===== config.mk =====
export PLATFORM = sky130hd
export DESIGN_NAME = alu_control_unit_flat
export DESIGN_NICKNAME = d
export VERILOG_FILES = /design/src/rtl/alu_control_unit_if.sv /design/src/rtl/alu_control_unit.sv /design/src/flat_wrapper.sv
export SDC_FILE = /design/constraint.sdc
export NUM_CORES = 1
export LEC_CHECK = 0
export BUFFER_PORTS_ARGS = -buffer_cell sky130_fd_sc_hd__clkbuf_2
export CAP_MARGIN = 20
export CORE_MARGIN = 5
export CORE_UTILIZATION = 46
export DETAILED_ROUTE_END_ITERATION = 8
export GPL_TIMING_DRIVEN = 0
export PLACE_DENSITY = 0.77
export SKIP_LAST_GASP = 1
export SLEW_MARGIN = 40
export SYNTH_ARGS = -nofsm -noshare
export SYNTH_HDL_FRONTEND = slang
export SYNTH_SLANG_ARGS = --single-unit

===== constraint.sdc =====
create_clock -name clk -period 1.8 [get_ports clk]
set_input_delay 0.36 -clock clk [delete_from_list [all_inputs] [get_ports clk]]
set_output_delay 0.36 -clock clk [all_outputs]
set_load 0.05 [all_outputs]

===== src/rtl/alu_control_unit_if.sv =====
// ---------------------------------------------------------------------------
// alu_control_unit_if
// Bundles the three buses the control unit drives or observes:
//   - instruction fetch handshake : imem_req / imem_addr / imem_ack / imem_rdata
//   - data memory handshake       : dmem_rd_req / dmem_wr_req / dmem_addr /
//                                   dmem_wdata / dmem_ack / dmem_rdata
//   - ALU control bundle          : alu_u / alu_op1 / alu_op0 / alu_zx / alu_sw,
//                                   alu_x / alu_y operands, alu_result return
// master : the control unit (drives requests, ALU controls and operands)
// slave  : memories plus the combinational ALU (drive acks, read data, result)
// ---------------------------------------------------------------------------
interface alu_control_unit_if;
  logic        imem_req;
  logic [15:0] imem_addr;
  logic        imem_ack;
  logic [15:0] imem_rdata;

  logic        dmem_rd_req;
  logic        dmem_wr_req;
  logic [15:0] dmem_addr;
  logic [15:0] dmem_wdata;
  logic        dmem_ack;
  logic [15:0] dmem_rdata;

  logic        alu_u;
  logic        alu_op1;
  logic        alu_op0;
  logic        alu_zx;
  logic        alu_sw;
  logic [15:0] alu_x;
  logic [15:0] alu_y;
  logic [15:0] alu_result;

  modport master (
    output imem_req, imem_addr,
    input  imem_ack, imem_rdata,
    output dmem_rd_req, dmem_wr_req, dmem_addr, dmem_wdata,
    input  dmem_ack, dmem_rdata,
    output alu_u, alu_op1, alu_op0, alu_zx, alu_sw, alu_x, alu_y,
    input  alu_result
  );

  modport slave (
    input  imem_req, imem_addr,
    output imem_ack, imem_rdata,
    input  dmem_rd_req, dmem_wr_req, dmem_addr, dmem_wdata,
    output dmem_ack, dmem_rdata,
    input  alu_u, alu_op1, alu_op0, alu_zx, alu_sw, alu_x, alu_y,
    output alu_result
  );
endinterface


===== src/rtl/alu_control_unit.sv =====
// ---------------------------------------------------------------------------
// alu_control_unit
// Multi-cycle control unit: fetches 16-bit instructions, loads constants into
// A, or drives the combinational ALU (control bits + X/Y operands), captures
// its result into A / D / *A, evaluates the jump condition and advances pc.
//
// Parameters:
//   RESET_PC   pc value loaded on reset
// Ports:
//   clk        system clock, rising edge
//   rst_n      asynchronous active-low reset
//   bus        alu_control_unit_if.master (imem, dmem and ALU buses)
//   pc, a_reg, d_reg   architectural state, for debug
//   halted     halt flag
// Optional feature:
//   CU_HALT_DETECT_EN  when defined, an unconditional jump to itself
//                      (lt=eq=gt=1 with A == pc) parks the unit in HALT
//                      until reset; when undefined, halted is tied low.
// ---------------------------------------------------------------------------
module alu_control_unit #(
  parameter logic [15:0] RESET_PC = 16'h0000
) (
  input  logic                clk,
  input  logic                rst_n,
  alu_control_unit_if.master  bus,
  output logic [15:0]         pc,
  output logic [15:0]         a_reg,
  output logic [15:0]         d_reg,
  output logic                halted
);

  typedef enum logic [2:0] {
    FETCH,
    DECODE,
    MEM_RD,
    EXEC,
    MEM_WR
`ifdef CU_HALT_DETECT_EN
    ,
    HALT
`endif
  } state_t;

  state_t      state_reg;
  logic [15:0] ir_reg;
  logic [15:0] m_reg;

  logic        imem_req_reg;
  logic        dmem_rd_req_reg;
  logic        dmem_wr_req_reg;
  logic [15:0] dmem_addr_reg;
  logic [15:0] dmem_wdata_reg;

  logic        in_exec;
  logic [15:0] result;
  logic        r_neg;
  logic        r_zero;
  logic        r_pos;
  logic        jump_taken;
  logic [15:0] pc_inc;

  assign in_exec = (state_reg == EXEC);
  assign result  = bus.alu_result;
  assign r_neg   = result[15];
  assign r_zero  = (result == 16'h0000);
  assign r_pos   = !r_neg && !r_zero;
  assign jump_taken = (ir_reg[2] && r_neg) || (ir_reg[1] && r_zero) ||
                      (ir_reg[0] && r_pos);
  assign pc_inc  = pc + 16'd1;

  // The ALU bundle is a gated view of registered state (state, ir, A, D, M),
  // so it only moves on clock edges and is forced to zero outside EXEC.
  assign bus.alu_u   = in_exec & ir_reg[10];
  assign bus.alu_op1 = in_exec & ir_reg[9];
  assign bus.alu_op0 = in_exec & ir_reg[8];
  assign bus.alu_zx  = in_exec & ir_reg[7];
  assign bus.alu_sw  = in_exec & ir_reg[6];
  assign bus.alu_x   = in_exec ? d_reg : 16'h0000;
  assign bus.alu_y   = in_exec ? (ir_reg[12] ? m_reg : a_reg) : 16'h0000;

  assign bus.imem_req    = imem_req_reg;
  assign bus.imem_addr   = pc;
  assign bus.dmem_rd_req = dmem_rd_req_reg;
  assign bus.dmem_wr_req = dmem_wr_req_reg;
  assign bus.dmem_addr   = dmem_addr_reg;
  assign bus.dmem_wdata  = dmem_wdata_reg;

`ifdef CU_HALT_DETECT_EN
  logic halted_reg;
  logic halt_hit;
  assign halt_hit = (ir_reg[2:0] == 3'b111) && (a_reg == pc);
  assign halted   = halted_reg;
`else
  assign halted   = 1'b0;
`endif

  always_ff @(posedge clk or negedge rst_n) begin
    if (!rst_n) begin
      state_reg       <= FETCH;
      pc              <= RESET_PC;
      a_reg           <= 16'h0000;
      d_reg           <= 16'h0000;
      ir_reg          <= 16'h0000;
      m_reg           <= 16'h0000;
      imem_req_reg    <= 1'b0;
      dmem_rd_req_reg <= 1'b0;
      dmem_wr_req_reg <= 1'b0;
      dmem_addr_reg   <= 16'h0000;
      dmem_wdata_reg  <= 16'h0000;
`ifdef CU_HALT_DETECT_EN
      halted_reg      <= 1'b0;
`endif
    end else begin
      case (state_reg)
        FETCH: begin
          // The first FETCH after reset raises the request; an ack that is
          // still pending from before reset sees req low and is ignored.
          if (imem_req_reg && bus.imem_ack) begin
            ir_reg       <= bus.imem_rdata;
            imem_req_reg <= 1'b0;
            state_reg    <= DECODE;
          end else begin
            imem_req_reg <= 1'b1;
          end
        end

        DECODE: begin
          if (!ir_reg[15]) begin
            a_reg        <= {1'b0, ir_reg[14:0]};
            pc           <= pc_inc;
            imem_req_reg <= 1'b1;
            state_reg    <= FETCH;
          end else if (ir_reg[12]) begin
            dmem_rd_req_reg <= 1'b1;
            dmem_addr_reg   <= a_reg;
            state_reg       <= MEM_RD;
          end else begin
            state_reg <= EXEC;
          end
        end

        MEM_RD: begin
          if (bus.dmem_ack) begin
            m_reg           <= bus.dmem_rdata;
            dmem_rd_req_reg <= 1'b0;
            dmem_addr_reg   <= 16'h0000;
            state_reg       <= EXEC;
          end
        end

        EXEC: begin
          // Every source below (a_reg, pc) is the pre-EXEC value.
          if (ir_reg[4]) d_reg <= result;
          if (ir_reg[5]) a_reg <= result;
          pc <= jump_taken ? a_reg : pc_inc;
`ifdef CU_HALT_DETECT_EN
          // lt=eq=gt=1 always jumps, so pc already stays put when A == pc.
          if (halt_hit) begin
            halted_reg <= 1'b1;
            state_reg  <= HALT;
          end else
`endif
          if (ir_reg[3]) begin
            dmem_wr_req_reg <= 1'b1;
            dmem_addr_reg   <= a_reg;
            dmem_wdata_reg  <= result;
            state_reg       <= MEM_WR;
          end else begin
            imem_req_reg <= 1'b1;
            state_reg    <= FETCH;
          end
        end

        MEM_WR: begin
          if (bus.dmem_ack) begin
            dmem_wr_req_reg <= 1'b0;
            dmem_addr_reg   <= 16'h0000;
            dmem_wdata_reg  <= 16'h0000;
            imem_req_reg    <= 1'b1;
            state_reg       <= FETCH;
          end
        end

`ifdef CU_HALT_DETECT_EN
        HALT: begin
          state_reg <= HALT;
        end
`endif

        default: begin
          imem_req_reg    <= 1'b0;
          dmem_rd_req_reg <= 1'b0;
          dmem_wr_req_reg <= 1'b0;
          state_reg       <= FETCH;
        end
      endcase
    end
  end

endmodule


===== src/flat_wrapper.sv =====
// flat-port wrapper written by rule: the top's interface ports become plain ports
module alu_control_unit_flat 
#(
  parameter logic [15:0] RESET_PC = 16'h0000
)
  (clk, rst_n, pc, a_reg, d_reg, halted, bus_imem_req, bus_imem_addr, bus_imem_ack, bus_imem_rdata, bus_dmem_rd_req, bus_dmem_wr_req, bus_dmem_addr, bus_dmem_wdata, bus_dmem_ack, bus_dmem_rdata, bus_alu_u, bus_alu_op1, bus_alu_op0, bus_alu_zx, bus_alu_sw, bus_alu_x, bus_alu_y, bus_alu_result);
  alu_control_unit_if bus_i ();
  input  logic clk;
  input  logic rst_n;
  output logic [15:0] pc;
  output logic [15:0] a_reg;
  output logic [15:0] d_reg;
  output logic halted;
  output wire logic [$bits(bus_i.imem_req)-1:0] bus_imem_req;
  output wire logic [$bits(bus_i.imem_addr)-1:0] bus_imem_addr;
  input wire logic [$bits(bus_i.imem_ack)-1:0] bus_imem_ack;
  input wire logic [$bits(bus_i.imem_rdata)-1:0] bus_imem_rdata;
  output wire logic [$bits(bus_i.dmem_rd_req)-1:0] bus_dmem_rd_req;
  output wire logic [$bits(bus_i.dmem_wr_req)-1:0] bus_dmem_wr_req;
  output wire logic [$bits(bus_i.dmem_addr)-1:0] bus_dmem_addr;
  output wire logic [$bits(bus_i.dmem_wdata)-1:0] bus_dmem_wdata;
  input wire logic [$bits(bus_i.dmem_ack)-1:0] bus_dmem_ack;
  input wire logic [$bits(bus_i.dmem_rdata)-1:0] bus_dmem_rdata;
  output wire logic [$bits(bus_i.alu_u)-1:0] bus_alu_u;
  output wire logic [$bits(bus_i.alu_op1)-1:0] bus_alu_op1;
  output wire logic [$bits(bus_i.alu_op0)-1:0] bus_alu_op0;
  output wire logic [$bits(bus_i.alu_zx)-1:0] bus_alu_zx;
  output wire logic [$bits(bus_i.alu_sw)-1:0] bus_alu_sw;
  output wire logic [$bits(bus_i.alu_x)-1:0] bus_alu_x;
  output wire logic [$bits(bus_i.alu_y)-1:0] bus_alu_y;
  input wire logic [$bits(bus_i.alu_result)-1:0] bus_alu_result;
  assign bus_imem_req = bus_i.imem_req;
  assign bus_imem_addr = bus_i.imem_addr;
  assign bus_i.imem_ack = bus_imem_ack;
  assign bus_i.imem_rdata = bus_imem_rdata;
  assign bus_dmem_rd_req = bus_i.dmem_rd_req;
  assign bus_dmem_wr_req = bus_i.dmem_wr_req;
  assign bus_dmem_addr = bus_i.dmem_addr;
  assign bus_dmem_wdata = bus_i.dmem_wdata;
  assign bus_i.dmem_ack = bus_dmem_ack;
  assign bus_i.dmem_rdata = bus_dmem_rdata;
  assign bus_alu_u = bus_i.alu_u;
  assign bus_alu_op1 = bus_i.alu_op1;
  assign bus_alu_op0 = bus_i.alu_op0;
  assign bus_alu_zx = bus_i.alu_zx;
  assign bus_alu_sw = bus_i.alu_sw;
  assign bus_alu_x = bus_i.alu_x;
  assign bus_alu_y = bus_i.alu_y;
  assign bus_i.alu_result = bus_alu_result;
  alu_control_unit #(.RESET_PC(RESET_PC)) u_core (.clk(clk), .rst_n(rst_n), .bus(bus_i), .pc(pc), .a_reg(a_reg), .d_reg(d_reg), .halted(halted));
endmodule

# Word level (Yosys, flattened, before mapping)
# Index checks and enable logic that the tools add are counted.
# Widths: inputs -> output; s select.
[totals]
register_bits = 118
elab_cells = 96
[classes]
n_addsub = 1
n_eq_ne = 14
muxes = 34
bitwise_logic = 8
n_reduce_logical = 28
[ops]
columns = ["operator", "count"]
rows = [
  ["$mux 16", 12],
  ["$pmux 16 s2", 3],
  ["$pmux 16 s3", 1],
  ["$add 16x1->16 const B", 1],
  ["$logic_not 16->1", 1],
  ["$mux 3", 5],
  ["$pmux 3 s5", 1],
  ["$ne 2x1->1 const B", 6],
  ["$reduce_and 3->1", 4],
  ["$mux 1", 9],
  ["$ne 2x2->1 const B", 4],
  ["$reduce_and 2->1", 4],
  ["$reduce_and 4->1", 2],
  ["$eq 3x2->1 const B", 2],
  ["$pmux 1 s3", 2],
  ["$reduce_or 3->1", 2],
  ["$and 1x1->1", 5],
  ["$logic_and 1x1->1", 5],
  ["$pmux 1 s5", 1],
  ["$reduce_and 5->1", 1],
  ["$reduce_bool 2->1", 2],
  ["$eq 3x1->1 const B", 1],
  ["$eq 3x3->1 const B", 1],
  ["$logic_not 3->1", 1],
  ["other kinds (5)", 9],
]

# Logic depth before layout (Yosys ltp)
[depth]
depth_word = 7
mapped_depth = 7
ltp_nobuf = 5

# Least setup slack after synthesis
# Ideal clock, no wire load.
[synth_path]
kind = "register to output"
startpoint = "reg u_core.state_reg[2]"
endpoint = "out bus_alu_y[10]"
arrival_time_ns = 1.957
required_ns = 1.440
slack_ns = -0.517
path_stages_with_launch = 8
cell_sequence = "dfrtp_1 -> buf_2 -> buf_2 -> nor2_1 -> nand2_1 -> buf_2 -> buf_1 -> nor2_1"
[synth_between]
elab_chain_cells = 2
[synth_lines]
columns = ["item", "line_no", "source"]
rows = [
  ["from (decl)", "alu_control_unit.sv:44", "state_t state_reg;"],
  ["from (signal assigned)", "alu_control_unit.sv:99", "state_reg <= FETCH;"],
  ["from (signal assigned)", "alu_control_unit.sv:121", "state_reg <= DECODE;"],
  ["from (signal assigned)", "alu_control_unit.sv:132", "state_reg <= FETCH;"],
  ["$eq 3x2->1", "alu_control_unit.sv:62", "assign in_exec = (state_reg == EXEC);"],
  ["$mux 16", "alu_control_unit.sv:79", "assign bus.alu_y = in_exec ? (ir_reg[12] ? m_reg : a_reg) : 16'h0000;"],
  ["to (decl)", "flat_wrapper.sv:30", "output wire logic [$bits(bus_i.alu_y)-1:0] bus_alu_y;"],
]
# Every way passes these cells.

# Worst setup path in the final report
[layout_path]
startpoint = "reg u_core.state_reg[1]"
endpoint = "out bus_alu_y[13]"
# Same word-level chain as after synthesis.

==> metrics.txt <==
# TYPE chip_impl_metric gauge
chip_impl_metric{name="fraction_of_layout_cells_with_a_size_suffix_above_1",unit="%"} 53.9
chip_impl_metric{name="h_tree_depth_reported_by_cts",unit=""} 4
chip_impl_metric{name="grt_max_degree",unit=""} 66
chip_impl_info{name="root_buffer",value="clkbuf_16"} 1
chip_impl_metric{name="timing.clock.skew",unit="ps"} 11.2
chip_impl_metric{name="worst_ep_arrival_time",unit="ps"} 1660
chip_impl_info{name="crit_family",value="buffers and inverters"} 1
chip_impl_metric{name="clock_pin_slew_reported_for_the_worst_setup_and_hold_paths_after_clock_tree_synthesis",unit="ps"} 60
chip_impl_metric{name="via_per_inst",unit=""} 5.63
chip_impl_metric{name="clk_latency_worst_skew_pair",unit="ps"} 410
chip_impl_metric{name="ir_drop",unit="mV"} 1.43
chip_impl_metric{name="count_of_endpoints_failing_hold_in_the_final_timing_report",unit=""} 0
chip_impl_metric{name="setup_viol",unit=""} 52
chip_impl_metric{name="post-route-period-util",unit="%"} 112
chip_impl_info{name="critPathSlowestCell",value="dfrtp_1"} 1
chip_impl_metric{name="post_synth_design_cell_area",unit="mm^2"} 0.00573
chip_impl_metric{name="globalRouteOverflowTotal",unit=""} 0
chip_impl_metric{name="num_vias",unit=""} 5332
chip_impl_info{name="cts_tree",value="done"} 1
chip_impl_info{name="outcome",value="finished, violations left"} 1
chip_impl_metric{name="total_power_consumption_of_the_routed_design",unit="mW"} 19.1
chip_impl_metric{name="maximum_fanout_along_the_worst_path",unit=""} 11
chip_impl_metric{name="initial_core_util",unit="%"} 47.3
chip_impl_info{name="hold_path_class",value="in -> reg"} 1
chip_impl_metric{name="numCtsBuffers",unit=""} 17
chip_impl_metric{name="finalWirelength",unit="um"} 19000
chip_impl_metric{name="min_period",unit="ps"} 2020
chip_impl_metric{name="num_antenna_cells",unit=""} 0
chip_impl_metric{name="layout_setup_ws",unit="ps"} -223
chip_impl_metric{name="finalWeightedCongestion",unit=""} 0.914
chip_impl_metric{name="die_w",unit="um"} 122
chip_impl_info{name="most_frequent_cells_in_the_layout",value="clkbuf_2, dfrtp_1, mux2_2"} 1
chip_impl_metric{name="pwr-share-comb",unit="%"} 53.5
chip_impl_metric{name="post-route-drc-count",unit=""} 0
chip_impl_metric{name="finalSetupTns",unit="ps"} -8090
chip_impl_metric{name="cp.buffers_inverters",unit=""} 4
chip_impl_metric{name="grt_antenna_before_repair",unit=""} 0
chip_impl_metric{name="vias_in_the_first_global_route",unit=""} 5481
chip_impl_metric{name="pre_cts_ws",unit="ps"} -524
chip_impl_metric{name="first_iter_violations",unit=""} 441
chip_impl_metric{name="syn-instance-count",unit=""} 534
chip_impl_info{name="setup.worst_path.end_class",value="output port"} 1
chip_impl_metric{name="worst_path_largest_cell_delay",unit="ps"} 390
chip_impl_metric{name="maxCapViolations",unit=""} 0
chip_impl_metric{name="track_usage",unit="%"} 26.3
chip_impl_info{name="violations",value="setup timing"} 1
chip_impl_metric{name="coreArea",unit="mm^2"} 0.0121
chip_impl_metric{name="boundary_pin_count",unit=""} 189
chip_impl_metric{name="clkSinkCount",unit=""} 118
chip_impl_info{name="timing.critical_path.cells",value="inv_4, buf_4, nor2_4, nand2_4, buf_12, nor2_4, buf_8"} 1
chip_impl_metric{name="antenna_violating_nets_post_route",unit=""} 0
chip_impl_metric{name="syn-num-nets",unit=""} 587
chip_impl_metric{name="power_dens_cells",unit="mW/mm^2"} 2210
chip_impl_info{name="setup.worst_path.start_class",value="flip-flop"} 1
chip_impl_info{name="grt_setup_unrepaired",value="true"} 1
chip_impl_metric{name="detail_route.wl_per_cell",unit="um"} 20.1
chip_impl_metric{name="area_growth_syn_to_layout",unit="%"} 51.3
chip_impl_metric{name="portBuffers",unit=""} 187
chip_impl_metric{name="cts.path.max_buffers",unit=""} 2
chip_impl_info{name="most_common_cell_after_layout_fill_and_taps_aside",value="clkbuf_2"} 1
chip_impl_metric{name="synth_enable_flop_cells",unit=""} 0
chip_impl_metric{name="switching_power",unit="mW"} 9.34
chip_impl_metric{name="global_route_wire_length_before_repair",unit="um"} 29900
chip_impl_metric{name="ys_seq_elements",unit=""} 118
chip_impl_metric{name="die_h",unit="um"} 122
chip_impl_info{name="worstSetupStartpoint",value="u_core.state_reg[1]$_DFFE_PN0P_"} 1
chip_impl_metric{name="half_perimeter_wire_length_of_the_detailed_placement_result",unit="um"} 13000
chip_impl_info{name="synthFlopType",value="dfrtp_1"} 1
chip_impl_metric{name="finalMaxSlewViolations",unit=""} 0
chip_impl_info{name="ys_top_cells_by_area",value="dfrtp_1, mux2_2, mux2i_1"} 1
chip_impl_info{name="synth.largest_area_cell",value="dfrtp_1"} 1
chip_impl_metric{name="cell_internal_pwr",unit="mW"} 9.81
chip_impl_metric{name="post_synth.cell_area_avg",unit="um^2"} 10.7
chip_impl_metric{name="post_synth_num_cell_types",unit=""} 57
chip_impl_metric{name="worst_ep_required_time",unit="ps"} 1440
chip_impl_info{name="r2r_start",value="u_core.state_reg[0]$_DFFE_PN0P_"} 1
chip_impl_metric{name="post-synth-top-area-fraction",unit="%"} 51.6
chip_impl_metric{name="power.share.clock",unit="%"} 19.1
chip_impl_info{name="worst-setup-path-type",value="reg -> out"} 1
chip_impl_info{name="worstHoldStart",value="bus_dmem_rdata[0]"} 1
chip_impl_metric{name="maxClockFrequency",unit="MHz"} 494
chip_impl_metric{name="placement_rows",unit=""} 40
chip_impl_metric{name="synth-seq-area-share",unit="%"} 51.6
chip_impl_metric{name="first_pass_iters",unit=""} 5
chip_impl_metric{name="pwr-share-seq",unit="%"} 27.4
chip_impl_metric{name="switching_share_of_power",unit="%"} 48.8
chip_impl_metric{name="yosysWarnings",unit=""} 0
chip_impl_metric{name="design.die.area",unit="mm^2"} 0.0148
chip_impl_info{name="critical_path.most_common_cell",value="nor2_4"} 1
chip_impl_metric{name="async_flop_share",unit="%"} 100
chip_impl_metric{name="leak_pwr",unit="nW"} 4.01
chip_impl_metric{name="final_stage_net_count",unit=""} 819
## kinds of logic after synthesis
| kind of cell | share of synthesized area (%) |
|---|---|
| buffers and inverters | 6.05 |
| xor gates and xnor gates | 1.07 |
| muxes | 15.1 |
| DFF | 51.6 |
| other | 0.0655 |
| and+or+nand+nor | 14.4 |
| adders and majority gates | 0.218 |
| AOI/OAI and AO/OA | 11.5 |
## worst paths after layout
path	cells past startpoint	slack (ps)	to
max reg2reg	7	-120	u_core.bus.imem_addr[15]$_DFFE_PN0P_
min	2	180	u_core.m_reg[0]$_DFFE_PN0P_
max in group asynchronous	3	630	u_core.ir_reg[12]$_DFFE_PN0P_
max	7	-220	bus_alu_y[13]
min in group asynchronous	2	480	u_core.m_reg[3]$_DFFE_PN0P_
min reg2reg	1	510	u_core.ir_reg[13]$_DFFE_PN0P_
## metrics by stage
step	instance area, um^2	instances	hold slack (ps)	utilization, %
final	8670	947	183	71.5
after global routing	8670	947	167	71.5
after CTS	8460	942	169	69.9
after detailed placement	7070	890	353	58.4
after global placement	7040	889	483	58.1
after floorplan	5890	534	64.4	-
## power by group through the flow
stage | Combinational (mW) | Sequential (mW) | Clock [mW]
after global placement | 8.83 | 5.06 | 0
final | 10.3 | 5.24 | 3.65
after CTS | 9.90 | 5.18 | 3.68
after detailed placement | 8.99 | 5.13 | 0
after global routing | 10.8 | 5.41 | 3.83
after floorplan | 4.20 | 7.53 | 0
## metal layers
metal  share of wire (%)  up-vias  track usage (%)
met5                   0        -                0
met4                 2.9        0             9.87
met3                 9.6       48             7.80
met2                  49      298             42.9
met1                  39     2639             33.3
li1                    -     2347                -
## layout make-up
class | instances | area (um^2)
fillers | 847 | 3450
flip-flops and latches | 118 | 2970
multi-input cells | 346 | 2790
repair buffers | 217 | 1590
clock buffers | 23 | 488
plain buffers | 42 | 384
well taps | 168 | 210
clock inverters | 9 | 148
inverters | 24 | 92.6
## cells in the mapped netlist, types with 2 or more instances
master / count
xnor2_1: 2
o211ai_1: 5
nand3_1: 23
a31oi_1: 3
o21ai_0: 38
nor3_1: 11
o22ai_1: 3
inv_1: 23
mux2_2: 49
nor2b_1: 4
and3_1: 2
buf_1: 2
nor2_1: 27
a41o_1: 2
or3_1: 2
dfrtp_1: 118
o21ai_1: 2
nand4_1: 11
and2_1: 24
a21oi_1: 13
nor4_1: 7
mux2i_1: 30
buf_2: 16
buf_4: 17
nand2_1: 36
a22o_1: 17
clkbuf_1: 11
xor2_1: 5
nand2b_1: 3
## what timing repair did
| action | in CTS | in global routing |
|---|---|---|
| buffers inserted | 22 | 7 |
| pin swaps | 7 | 2 |
| endpoints found under the hold margin | 53 | 0 |
| hold buffers | 1 | 0 |
| resized for setup | 140 | 88 |
| cloned | 0 | 0 |
| setup endpoints to repair | 127 | 118 |
Power figures use the tool's default switching activity.
